<file path="config.mk">
export PLATFORM = sky130hd
export DESIGN_NAME = muldiv_sequencer_flat
export DESIGN_NICKNAME = d
export VERILOG_FILES = /design/src/rtl/muldiv_sequencer_if.sv /design/src/rtl/muldiv_sequencer.sv /design/src/flat_wrapper.sv
export SDC_FILE = /design/constraint.sdc
export NUM_CORES = 1
export LEC_CHECK = 0
export CAP_MARGIN = 20
export CORE_ASPECT_RATIO = 0.75
export CORE_MARGIN = 1
export CORE_UTILIZATION = 40
export DETAILED_ROUTE_END_ITERATION = 8
export GPL_TIMING_DRIVEN = 0
export PLACE_DENSITY_LB_ADDON = 0.08
export SLEW_MARGIN = 5
export SYNTH_ARGS = -nofsm -noshare
export SYNTH_HDL_FRONTEND = slang
export SYNTH_SLANG_ARGS = --single-unit
</file>
<file path="constraint.sdc">
create_clock -name clock -period 4.7 [get_ports clock]
set_input_delay 0.47 -clock clock [delete_from_list [all_inputs] [get_ports clock]]
set_output_delay 0.47 -clock clock [all_outputs]
set_load 0.05 [all_outputs]
</file>
<file path="src/rtl/muldiv_sequencer_if.sv">
// Handshake and result bus between the execute stage and the multiply/divide
// sequencer. The stage drives the master side; the sequencer is the slave.
interface muldiv_sequencer_if #(
  parameter int DATA_WIDTH = 32
);
  logic                  start;
  logic [1:0]            op;
  logic [DATA_WIDTH-1:0] rsValue;
  logic [DATA_WIDTH-1:0] rtValue;
  logic                  flush;
  logic                  hiWrite;
  logic                  loWrite;
  logic [DATA_WIDTH-1:0] writeData;
  logic                  busy;
  logic                  stallRequest;
  logic                  done;
  logic                  divByZero;
  logic [DATA_WIDTH-1:0] hi;
  logic [DATA_WIDTH-1:0] lo;

  modport master (
    output start, op, rsValue, rtValue, flush, hiWrite, loWrite, writeData,
    input  busy, stallRequest, done, divByZero, hi, lo
  );

  modport slave (
    input  start, op, rsValue, rtValue, flush, hiWrite, loWrite, writeData,
    output busy, stallRequest, done, divByZero, hi, lo
  );
endinterface

</file>
<file path="src/rtl/muldiv_sequencer.sv">
// Iterative multiply/divide unit that owns HI/LO. Multiplies use shift-add,
// divides use restoring subtraction, one bit per cycle over DATA_WIDTH steps.
// Signed operations run on magnitudes and fix the signs up at the end.
module muldiv_sequencer #(
  parameter int DATA_WIDTH = 32
) (
  input logic               clock,
  input logic               reset,
  muldiv_sequencer_if.slave bus
);

  localparam int            CW        = $clog2(DATA_WIDTH);
  localparam logic [CW-1:0] LAST_STEP = CW'(DATA_WIDTH - 1);

  typedef enum logic [2:0] {
    IDLE,
    PREP,
    ITERATE,
    FIXUP,
    DONE
  } state_t;

  state_t state_q, next_state;

  // Latched request and iteration state.
  logic [1:0]            op_q;
  logic [DATA_WIDTH-1:0] rs_q, rt_q;
  logic [DATA_WIDTH-1:0] operand_q;  // multiplicand or divisor magnitude
  logic [DATA_WIDTH-1:0] upper_q;    // product high half / partial remainder
  logic [DATA_WIDTH-1:0] lower_q;    // multiplier bits / dividend-quotient
  logic [CW-1:0]         count_q;
  logic                  res_neg_q, rem_neg_q, dbz_q;
  logic [DATA_WIDTH-1:0] hi_q, lo_q;

  // FSM strobes into the datapath.
  logic accept, prep_load, prep_dbz, step, commit;

  // op[1] selects divide, op[0] selects the unsigned variant.
  logic is_div, is_signed;
  assign is_div    = op_q[1];
  assign is_signed = ~op_q[0];

  // Operand magnitudes; the most-negative value maps onto itself, which is
  // the correct unsigned magnitude.
  logic                  rs_neg, rt_neg;
  logic [DATA_WIDTH-1:0] rs_mag, rt_mag;
  assign rs_neg = is_signed & rs_q[DATA_WIDTH-1];
  assign rt_neg = is_signed & rt_q[DATA_WIDTH-1];
  assign rs_mag = rs_neg ? -rs_q : rs_q;
  assign rt_mag = rt_neg ? -rt_q : rt_q;

  // Shift-add step: add the multiplicand when the current multiplier bit is
  // set, keeping the carry so the right shift brings it into the high half.
  logic [DATA_WIDTH-1:0] addend;
  logic [DATA_WIDTH:0]   mul_sum;
  assign addend  = lower_q[0] ? operand_q : '0;
  assign mul_sum = {1'b0, upper_q} + {1'b0, addend};

  // Restoring step: shift the next dividend bit into the remainder and try
  // the subtraction. The partial remainder stays below the divisor, so the
  // top bit of the difference is a clean borrow flag.
  logic [DATA_WIDTH:0] div_diff;
  logic                div_fits;
  assign div_diff = {upper_q, lower_q[DATA_WIDTH-1]} - {1'b0, operand_q};
  assign div_fits = ~div_diff[DATA_WIDTH];

  // Sign fix-up of the finished magnitudes.
  logic [2*DATA_WIDTH-1:0] product, product_fix;
  logic [DATA_WIDTH-1:0]   quot_fix, rem_fix;
  assign product     = {upper_q, lower_q};
  assign product_fix = res_neg_q ? -product : product;
  assign quot_fix    = res_neg_q ? -lower_q : lower_q;
  assign rem_fix     = rem_neg_q ? -upper_q : upper_q;

  // State register.
  // NOTE: sequential state uses non-blocking assignments so every register
  // samples pre-edge values regardless of block ordering.
  always_ff @(posedge clock or negedge reset) begin
    if (!reset) state_q <= IDLE;
    else        state_q <= next_state;
  end

  // Next-state decode and datapath strobes; flush preempts any work in flight.
  always_comb begin
    // NOTE: every output gets a default first so no path infers a latch.
    next_state = state_q;
    accept     = 1'b0;
    prep_load  = 1'b0;
    prep_dbz   = 1'b0;
    step       = 1'b0;
    commit     = 1'b0;
    unique case (state_q)
      IDLE: begin
        if (bus.start && !bus.flush) begin
          accept     = 1'b1;
          next_state = PREP;
        end
      end
      PREP: begin
        if (bus.flush) begin
          next_state = IDLE;
        end else if (is_div && (rt_q == '0)) begin
          prep_dbz   = 1'b1;
          next_state = DONE;
        end else begin
          prep_load  = 1'b1;
          next_state = ITERATE;
        end
      end
      ITERATE: begin
        if (bus.flush) begin
          next_state = IDLE;
        end else begin
          step = 1'b1;
          if (count_q == LAST_STEP) next_state = FIXUP;
        end
      end
      FIXUP: begin
        if (bus.flush) begin
          next_state = IDLE;
        end else begin
          commit     = 1'b1;
          next_state = DONE;
        end
      end
      DONE:    next_state = IDLE;
      default: next_state = IDLE;
    endcase
  end

  // Request latch, operand preparation and per-cycle iteration.
  // NOTE: the accumulators are plain flops, so they are cleared on reset to
  // keep an aborted operation from leaving stale state behind.
  always_ff @(posedge clock or negedge reset) begin
    if (!reset) begin
      op_q      <= '0;
      rs_q      <= '0;
      rt_q      <= '0;
      operand_q <= '0;
      upper_q   <= '0;
      lower_q   <= '0;
      count_q   <= '0;
      res_neg_q <= 1'b0;
      rem_neg_q <= 1'b0;
      dbz_q     <= 1'b0;
    end else begin
      if (accept) begin
        op_q  <= bus.op;
        rs_q  <= bus.rsValue;
        rt_q  <= bus.rtValue;
        dbz_q <= 1'b0;
      end
      if (prep_load || prep_dbz) count_q <= '0;
      if (prep_dbz) dbz_q <= 1'b1;
      if (prep_load) begin
        upper_q   <= '0;
        res_neg_q <= rs_neg ^ rt_neg;
        rem_neg_q <= rs_neg;
        if (is_div) begin
          lower_q   <= rs_mag;
          operand_q <= rt_mag;
        end else begin
          lower_q   <= rt_mag;
          operand_q <= rs_mag;
        end
      end
      if (step) begin
        count_q <= count_q + CW'(1);
        if (is_div) begin
          upper_q <= div_fits ? div_diff[DATA_WIDTH-1:0]
                              : {upper_q[DATA_WIDTH-2:0], lower_q[DATA_WIDTH-1]};
          lower_q <= {lower_q[DATA_WIDTH-2:0], div_fits};
        end else begin
          upper_q <= mul_sum[DATA_WIDTH:1];
          lower_q <= {mul_sum[0], lower_q[DATA_WIDTH-1:1]};
        end
      end
    end
  end

  // HI/LO: MTHI/MTLO only while idle; results land when leaving PREP
  // (divide by zero) or FIXUP.
  always_ff @(posedge clock or negedge reset) begin
    if (!reset) begin
      hi_q <= '0;
      lo_q <= '0;
    end else begin
      if (state_q == IDLE && bus.hiWrite) hi_q <= bus.writeData;
      if (state_q == IDLE && bus.loWrite) lo_q <= bus.writeData;
      if (prep_dbz) begin
        hi_q <= rs_q;
        lo_q <= '1;
      end
      if (commit) begin
        if (is_div) begin
          hi_q <= rem_fix;
          lo_q <= quot_fix;
        end else begin
          {hi_q, lo_q} <= product_fix;
        end
      end
    end
  end

  assign bus.busy         = (state_q != IDLE) && (state_q != DONE);
  assign bus.stallRequest = bus.busy || (bus.start && (state_q == IDLE));
  assign bus.done         = (state_q == DONE);
  assign bus.divByZero    = (state_q == DONE) && dbz_q;
  assign bus.hi           = hi_q;
  assign bus.lo           = lo_q;

endmodule

</file>
<file path="src/flat_wrapper.sv">
// flat-port wrapper written by rule: the top's interface ports become plain ports
module muldiv_sequencer_flat 
#(
  parameter int DATA_WIDTH = 32
)
  (clock, reset, bus_start, bus_op, bus_rsValue, bus_rtValue, bus_flush, bus_hiWrite, bus_loWrite, bus_writeData, bus_busy, bus_stallRequest, bus_done, bus_divByZero, bus_hi, bus_lo);
  muldiv_sequencer_if #(.DATA_WIDTH(DATA_WIDTH)) bus_i ();
  input logic clock;
  input logic reset;
  input wire logic [$bits(bus_i.start)-1:0] bus_start;
  input wire logic [$bits(bus_i.op)-1:0] bus_op;
  input wire logic [$bits(bus_i.rsValue)-1:0] bus_rsValue;
  input wire logic [$bits(bus_i.rtValue)-1:0] bus_rtValue;
  input wire logic [$bits(bus_i.flush)-1:0] bus_flush;
  input wire logic [$bits(bus_i.hiWrite)-1:0] bus_hiWrite;
  input wire logic [$bits(bus_i.loWrite)-1:0] bus_loWrite;
  input wire logic [$bits(bus_i.writeData)-1:0] bus_writeData;
  output wire logic [$bits(bus_i.busy)-1:0] bus_busy;
  output wire logic [$bits(bus_i.stallRequest)-1:0] bus_stallRequest;
  output wire logic [$bits(bus_i.done)-1:0] bus_done;
  output wire logic [$bits(bus_i.divByZero)-1:0] bus_divByZero;
  output wire logic [$bits(bus_i.hi)-1:0] bus_hi;
  output wire logic [$bits(bus_i.lo)-1:0] bus_lo;
  assign bus_i.start = bus_start;
  assign bus_i.op = bus_op;
  assign bus_i.rsValue = bus_rsValue;
  assign bus_i.rtValue = bus_rtValue;
  assign bus_i.flush = bus_flush;
  assign bus_i.hiWrite = bus_hiWrite;
  assign bus_i.loWrite = bus_loWrite;
  assign bus_i.writeData = bus_writeData;
  assign bus_busy = bus_i.busy;
  assign bus_stallRequest = bus_i.stallRequest;
  assign bus_done = bus_i.done;
  assign bus_divByZero = bus_i.divByZero;
  assign bus_hi = bus_i.hi;
  assign bus_lo = bus_i.lo;
  muldiv_sequencer #(.DATA_WIDTH(DATA_WIDTH)) u_core (.clock(clock), .reset(reset), .bus(bus_i));
endmodule
</file>
==> flow_metrics.env, run 1 <==
export IMPL_grt_pass1_wl_um=112000
export IMPL_synth_ff_type="dfrtp_1"
export IMPL_fin_cells=2900
export IMPL_final_period_utilization=0.9453
export IMPL_power_frac_seq=0.254
export IMPL_ys_seq_area_frac=0.3309
export IMPL_hold_violations=0
export IMPL_ys_top_cells_by_area="dfrtp_1, mux2i_1, xnor2_1"
export IMPL_root_buffer="clkbuf_16"
export IMPL_num_antenna_cells=0
export IMPL_die_area_um2=45660
export IMPL_endpoint_kind="flop"
export IMPL_combinationalPowerShare=0.596
export IMPL_clk_latency_ps=570
export IMPL_start_util=0.4095
export IMPL_criticalPathCategory="reg2reg"
export IMPL_cpMostUsedCell="o21ai_0"
export IMPL_place_gp_congestion=0.9899
export IMPL_syn_area_per_cell_um2=8.538
export IMPL_critical_path_buf_inv_count=3
export IMPL_fmax_mhz=225.1
export IMPL_skew_ps=12.60
export IMPL_critPathArrivalTime_ps=4910
export IMPL_syn_area_um2=17920
export IMPL_antenna_found_initial=3
export IMPL_setup_violations=0
export IMPL_die_y_um=185.3
export IMPL_grt_max_degree=105
export IMPL_dp_hpwl_um=61340
export IMPL_drv_slew=0
export IMPL_dieWidth_um=246.4
export IMPL_vias_per_cell=6.127
export IMPL_start_kind="flop"
export IMPL_cts_sinks=237
export IMPL_synthArstFlopShare=1.000
export IMPL_synth_top_cell_area_share=0.3309
export IMPL_max_slew_margin=0.3253
export IMPL_overflow=0
export IMPL_p_leak_nw=9.121
export IMPL_h_tree_depth=1
export IMPL_peakVddDrop_mv=0.3160
export IMPL_clockBufferDepth=3
export IMPL_utilization=0.4886
export IMPL_cp_top_family="compound AO/OA/AOI/OAI gates"
export IMPL_core_area_um2=43770
export IMPL_hp_class="in2async"
export IMPL_cap_violations=0
export IMPL_fin_setup_tns_ps=0
export IMPL_slowest_stage="dfrtp_1"
export IMPL_critPathRequiredTime_ps=5170
export IMPL_synth_top_area_cell="dfrtp_1"
export IMPL_wl_per_cell_um=26.36
export IMPL_drt_wl_total_um=76440
export IMPL_internal_power_mw=7.338
export IMPL_fin_crit_ps=4443
export IMPL_layout_drive_gt1_share=0.07795
export IMPL_cp_slowest_stage_delay_ps=450
export IMPL_finalInstanceArea_um2=21380
export IMPL_numPortBuffers=171
export IMPL_syn_inst=2099
export IMPL_grtUsageTotal=0.3337
export IMPL_cts_tree="yes"
export IMPL_areaGrowthSynthToFinish_pct=19.33
export IMPL_drc_errors=0
export IMPL_cts_buffers=27
export IMPL_clk_pin_slew_ps=60
export IMPL_yosysWarnings=0
export IMPL_synth_edf_count=0
export IMPL_num_io_pins=172
export IMPL_power_switching_mw=7.747
export IMPL_p_per_area_nw_per_um2=705.4
export IMPL_dpl_cell_area_um2=20420
export IMPL_crit_path_cell_trace="inv_1 > ha_1 > fa_1 > nand2b_1 > a21oi_1 > o22ai_1 > o21ai_2 > a21o_1 > a41oi_2 > xnor2_4 > buf_6 > buf_2 > o21ai_0 > o21ai_0"
export IMPL_hold_ws_ps=379.2
export IMPL_synth_seq_cells=237
export IMPL_swShare=0.5136
export IMPL_clkPwrFrac=0.149
export IMPL_dr_first_iter_drc_count=1957
export IMPL_worstMarginPinSlew_ps=997.9
export IMPL_place_inst=2851
export IMPL_rsz0062_at_grt="no"
export IMPL_fp_row_count=66
export IMPL_vias=17770
export IMPL_synth_nets=2275
export IMPL_critPathMaxFanout=10
export IMPL_drt_pass1_iterations=6
export IMPL_synth_cell_type_count=83
export IMPL_antenna_left=0
export IMPL_final_nets=2482
export IMPL_status="complete, no violations"
export IMPL_grt_pass1_vias=16630
[cell type report]
class	instances	area, um2
Tap cell	578	723.2
Clock inverter	8	150.1
Inverter	72	270.3
Timing Repair Buffer	178	1808
Multi-Input combinational cell	1653	11160
Sequential cell	237	5931
Clock buffer	37	753.2
Fill cell	4304	22380
Buffer	137	584.3
[cell families after synthesis]
family	count (synthesis)	share of synthesized area
XOR/XNOR	170	0.08350
AO/OA/AOI/OAI	635	0.2233
adder cells (fa/ha/maj)	72	0.05111
flip-flops	237	0.3309
AND/OR/NAND/NOR	593	0.1559
buffers and inverters	209	0.04762
multiplexers	183	0.1076
[layer usage]
metal  global-route usage  part of all wire  vias to the layer above
met5                    0           0.00018                        -
met4              0.06000             0.018                        2
met3              0.08331              0.11                      101
met2               0.4575              0.39                      889
met1               0.5193              0.48                     8730
li1                     -                 -                     8046
[power by group through the flow]
stage	combinational (mW)	sequential, mW	clock (mW)
3_5_place_dp	8.67	3.81	0
5_1_grt	9.70	3.88	2.34
3_3_place_gp	8.62	3.80	0
6_report	8.99	3.84	2.25
2_1_floorplan	5.74	3.69	0
4_1_cts	8.72	3.77	2.27
[synthesized netlist by cell type (all sizes together), types with 68 or more instances]
cell type and number:
ha 70, mux2 77, inv 72, o21ai 165, dfrtp 237, xor2 68, mux2i 106, a21oi 168
clkbuf 98, nand2 192, xnor2 102, nor2 192
[what timing repair did]
| action | CTS | global route |
|---|---|---|
| hold endpoints to repair | 33 | 0 |
| endpoints found under the setup margin | 0 | 14 |
| buffers inserted | 0 | 2 |
| resized for setup | 0 | 6 |
| hold buffers | 1 | 0 |
[placed cells by master, fill, tap and decap left out, drive strengths merged, types with 35 or more instances in the layout]
cell / n
buf: 46
inv: 73
ha: 70
clkdlybuf4s50: 170
o21ai: 165
a21oi: 168
xor2: 68
nor3: 36
o211ai: 35
clkbuf: 135
a31oi: 45
dfrtp: 237
a21o: 41
nand3: 47
nor2: 192
a211oi: 39
mux2i: 106
xnor2: 102
nand2: 192
mux2: 77
[stage by stage]
step	worst slack (ps)	power, mW
after floorplan	1451	9.437
after global placement	-7643	12.42
after detailed placement	107.9	12.49
after CTS	92.23	14.76
after global routing	25.23	15.92
final	257.1	15.09
[flip-flops by register name (all words and copies together), names as in the netlist, 5 cells and up]
| register | cells |
|---|---|
| u_core.bus.hi | 32 |
| u_core.bus.lo | 32 |
| u_core.lower_q | 32 |
| u_core.operand_q | 32 |
| u_core.rs_q | 32 |
| u_core.rt_q | 32 |
| u_core.upper_q | 32 |
| u_core.count_q | 5 |
[worst paths after layout]
check | start | to | slack, ps | depth (start not counted)
min in group clock | u_core.operand_q[8]$_DFFE_PN0P_ | u_core.operand_q[8]$_DFFE_PN0P_ | 480 | 2
setup / recovery | u_core.lower_q[31]$_DFFE_PN0N_ | u_core.upper_q[8]$_DFFE_PN0N_ | 260 | 14
max in group asynchronous | reset | u_core.operand_q[8]$_DFFE_PN0P_ | 3370 | 3
hold reg to reg | u_core.operand_q[8]$_DFFE_PN0P_ | u_core.operand_q[8]$_DFFE_PN0P_ | 480 | 2
hold / removal | reset | u_core.bus.lo[14]$_DFFE_PN0P_ | 380 | 2
setup reg to reg | u_core.lower_q[31]$_DFFE_PN0N_ | u_core.upper_q[8]$_DFFE_PN0N_ | 260 | 14
No activity file was read; power rests on OpenSTA's default activity.
==> run 2, diff against run 1 <==
--- a/config.mk
+++ b/config.mk
@@ -9,9 +9,10 @@
 export CORE_ASPECT_RATIO = 0.75
 export CORE_MARGIN = 1
 export CORE_UTILIZATION = 40
+export CTS_CLUSTER_DIAMETER = 120
 export DETAILED_ROUTE_END_ITERATION = 8
 export GPL_TIMING_DRIVEN = 0
-export PLACE_DENSITY_LB_ADDON = 0.08
+export PLACE_DENSITY = 0.64
 export SLEW_MARGIN = 5
 export SYNTH_ARGS = -nofsm -noshare
 export SYNTH_HDL_FRONTEND = slang
==> flow_metrics.env, run 2 (synthesis results as in run 1) <==
export IMPL_cts_setup_buffers=0
export IMPL_dr_first_iter_drc_count=2293
export IMPL_core_area_um2=43770
export IMPL_setup_violations=0
export IMPL_p_per_area_nw_per_um2=698.8
export IMPL_combinationalPowerShare=0.595
export IMPL_place_gp_congestion=0.9638
export IMPL_grt_pass1_vias=16550
export IMPL_hp_class="in2async"
export IMPL_drv_slew=0
export IMPL_drc_errors=0
export IMPL_clk_pin_slew_ps=70
export IMPL_wl_per_cell_um=25.04
export IMPL_grt_max_degree=108
export IMPL_dr_wl_met3_um=8582
export IMPL_rsz0062_at_grt="no"
export IMPL_layout_cells_most_common_list="dfrtp_1, nand2_1, nor2_1"
export IMPL_power_switching_mw=7.662
export IMPL_antenna_found_initial=0
export IMPL_vias_per_cell=6.166
export IMPL_dp_hpwl_um=57610
export IMPL_grtUsageTotal=0.3151
export IMPL_layout_drive_gt1_share=0.07679
export IMPL_critPathMaxFanout=10
export IMPL_criticalPathCategory="reg2reg"
export IMPL_drt_wl_total_um=72510
export IMPL_numPortBuffers=171
export IMPL_areaGrowthSynthToFinish_pct=18.96
export IMPL_wl_met2_um=29040
export IMPL_swShare=0.5143
export IMPL_clockBufferDepth=3
export IMPL_power_frac_seq=0.259
export IMPL_utilization=0.4871
export IMPL_max_slew_margin=0.3109
export IMPL_num_antenna_cells=0
export IMPL_clk_latency_ps=570
export IMPL_die_area_um2=45660
export IMPL_grt_pass1_wl_um=107700
export IMPL_cts_tree="yes"
export IMPL_num_io_pins=172
export IMPL_critPathArrivalTime_ps=4960
export IMPL_dpl_cell_area_um2=20420
export IMPL_final_common_cell="dfrtp_1"
export IMPL_finalInstanceArea_um2=21320
export IMPL_endpoint_kind="flop"
export IMPL_final_period_utilization=0.9617
export IMPL_h_tree_depth=1
export IMPL_vias=17860
export IMPL_start_util=0.4095
export IMPL_fp_row_count=66
export IMPL_start_kind="flop"
export IMPL_drt_pass1_iterations=6
export IMPL_die_y_um=185.3
export IMPL_status="complete, no violations"
export IMPL_cts_buffers=26
export IMPL_overflow=0
export IMPL_dieWidth_um=246.4
export IMPL_peakVddDrop_mv=0.2911
export IMPL_fmax_mhz=221.2
export IMPL_wl_met1_um=33480
export IMPL_p_leak_nw=9.097
export IMPL_antenna_left=0
export IMPL_internal_power_mw=7.236
export IMPL_hold_violations=0
export IMPL_worstMarginPinSlew_ps=1020
export IMPL_root_buffer="clkbuf_16"
export IMPL_clkPwrFrac=0.146
export IMPL_skew_ps=15.62
export IMPL_cap_violations=0
export IMPL_critPathRequiredTime_ps=5140
export IMPL_cts_sinks=237
export IMPL_highest_layer="met4"
export IMPL_final_nets=2477
export IMPL_fin_crit_ps=4520
## run 2: power by group through the flow
stage                     sequential (mW)  clock (mW)  combinational (mW)
after global placement               3.80           0                8.55
after CTS                            3.77        2.18                8.67
after detailed placement             3.81           0                8.63
after global routing                 3.89        2.26                9.55
final                                3.85        2.17                8.87
after floorplan                      3.69           0                5.74
## run 2: final timing paths
kind                                                  startpoint  slack, ps  depth (start not counted)                               end
worst max-delay path              u_core.lower_q[31]$_DFFE_PN0N_        180                         15    u_core.upper_q[29]$_DFFE_PN0N_
worst min-delay path                                       reset        370                          2     u_core.bus.lo[25]$_DFFE_PN0P_
worst max register to register    u_core.lower_q[31]$_DFFE_PN0N_        180                         15    u_core.upper_q[29]$_DFFE_PN0N_
worst min register to register  u_core.operand_q[26]$_DFFE_PN0P_        490                          1  u_core.operand_q[26]$_DFFE_PN0P_
max in group asynchronous                                  reset       3390                          3    u_core.upper_q[19]$_DFFE_PN0N_
min in group clock              u_core.operand_q[26]$_DFFE_PN0P_        490                          1  u_core.operand_q[26]$_DFFE_PN0P_
## run 2: through the flow
| step | cells | hold slack (ps) | setup TNS [ps] | setup WS, ps | power [mW] |
|---|---|---|---|---|---|
| floorplan | 2099 | 174.4 | 0 | 1451 | 9.437 |
| global placement | 2848 | 452.8 | -1694900 | -7195 | 12.35 |
| detailed placement | 2850 | 366.1 | 0 | 257.1 | 12.43 |
| CTS | 2896 | 374.4 | 0 | 229.1 | 14.62 |
| global route | 2896 | 389.8 | 0 | 44.87 | 15.70 |
| finish | 2896 | 368.3 | 0 | 180.0 | 14.90 |
## run 2: critical path: stages, from the launching register on
cell	delay, ps
dfrtp_1	460
inv_1	140
ha_1	260
fa_1	420
nand2b_1	200
a21oi_1	320
o22ai_1	240
o21ai_2	370
a21o_1	330
a41oi_2	250
xnor2_4	420
buf_6	270
buf_2	370
nor2_1	90
a21oi_1	120
nand4_1	110
## run 2: repair_timing
item,CTS,global route
setup endpoints to repair,0,1
endpoints found under the hold margin,32,0
gates resized for setup,0,1
hold buffers,1,0
## run 2: cell type report
| type | count | area, um2 |
|---|---|---|
| clock inverters | 9 | 101.3 |
| inverters | 72 | 270.3 |
| plain buffers | 137 | 583.1 |
| multi-input cells | 1653 | 11150 |
| well taps | 578 | 723.2 |
| repair buffers | 174 | 1782 |
| clock buffers | 36 | 779.5 |
| fillers | 4203 | 22450 |
| flip-flops and latches | 237 | 5931 |
## run 2: layer usage
metal | vias to the layer above | track usage
met4 | 0 | 0.05975
met5 | - | 0
met1 | 8742 | 0.4822
met2 | 1004 | 0.4499
met3 | 109 | 0.06636
li1 | 8002 | -
==> run 3, diff against run 2 <==
--- a/config.mk
+++ b/config.mk
@@ -7,11 +7,11 @@
 export LEC_CHECK = 0
 export CAP_MARGIN = 20
 export CORE_ASPECT_RATIO = 0.75
-export CORE_MARGIN = 1
 export CORE_UTILIZATION = 40
 export CTS_CLUSTER_DIAMETER = 120
 export DETAILED_ROUTE_END_ITERATION = 8
 export GPL_TIMING_DRIVEN = 0
+export HOLD_SLACK_MARGIN = 0.02
 export PLACE_DENSITY = 0.64
 export SLEW_MARGIN = 5
 export SYNTH_ARGS = -nofsm -noshare
==> results of run 3 <==
Final layout, timing and power as in run 2 (identical DEF).
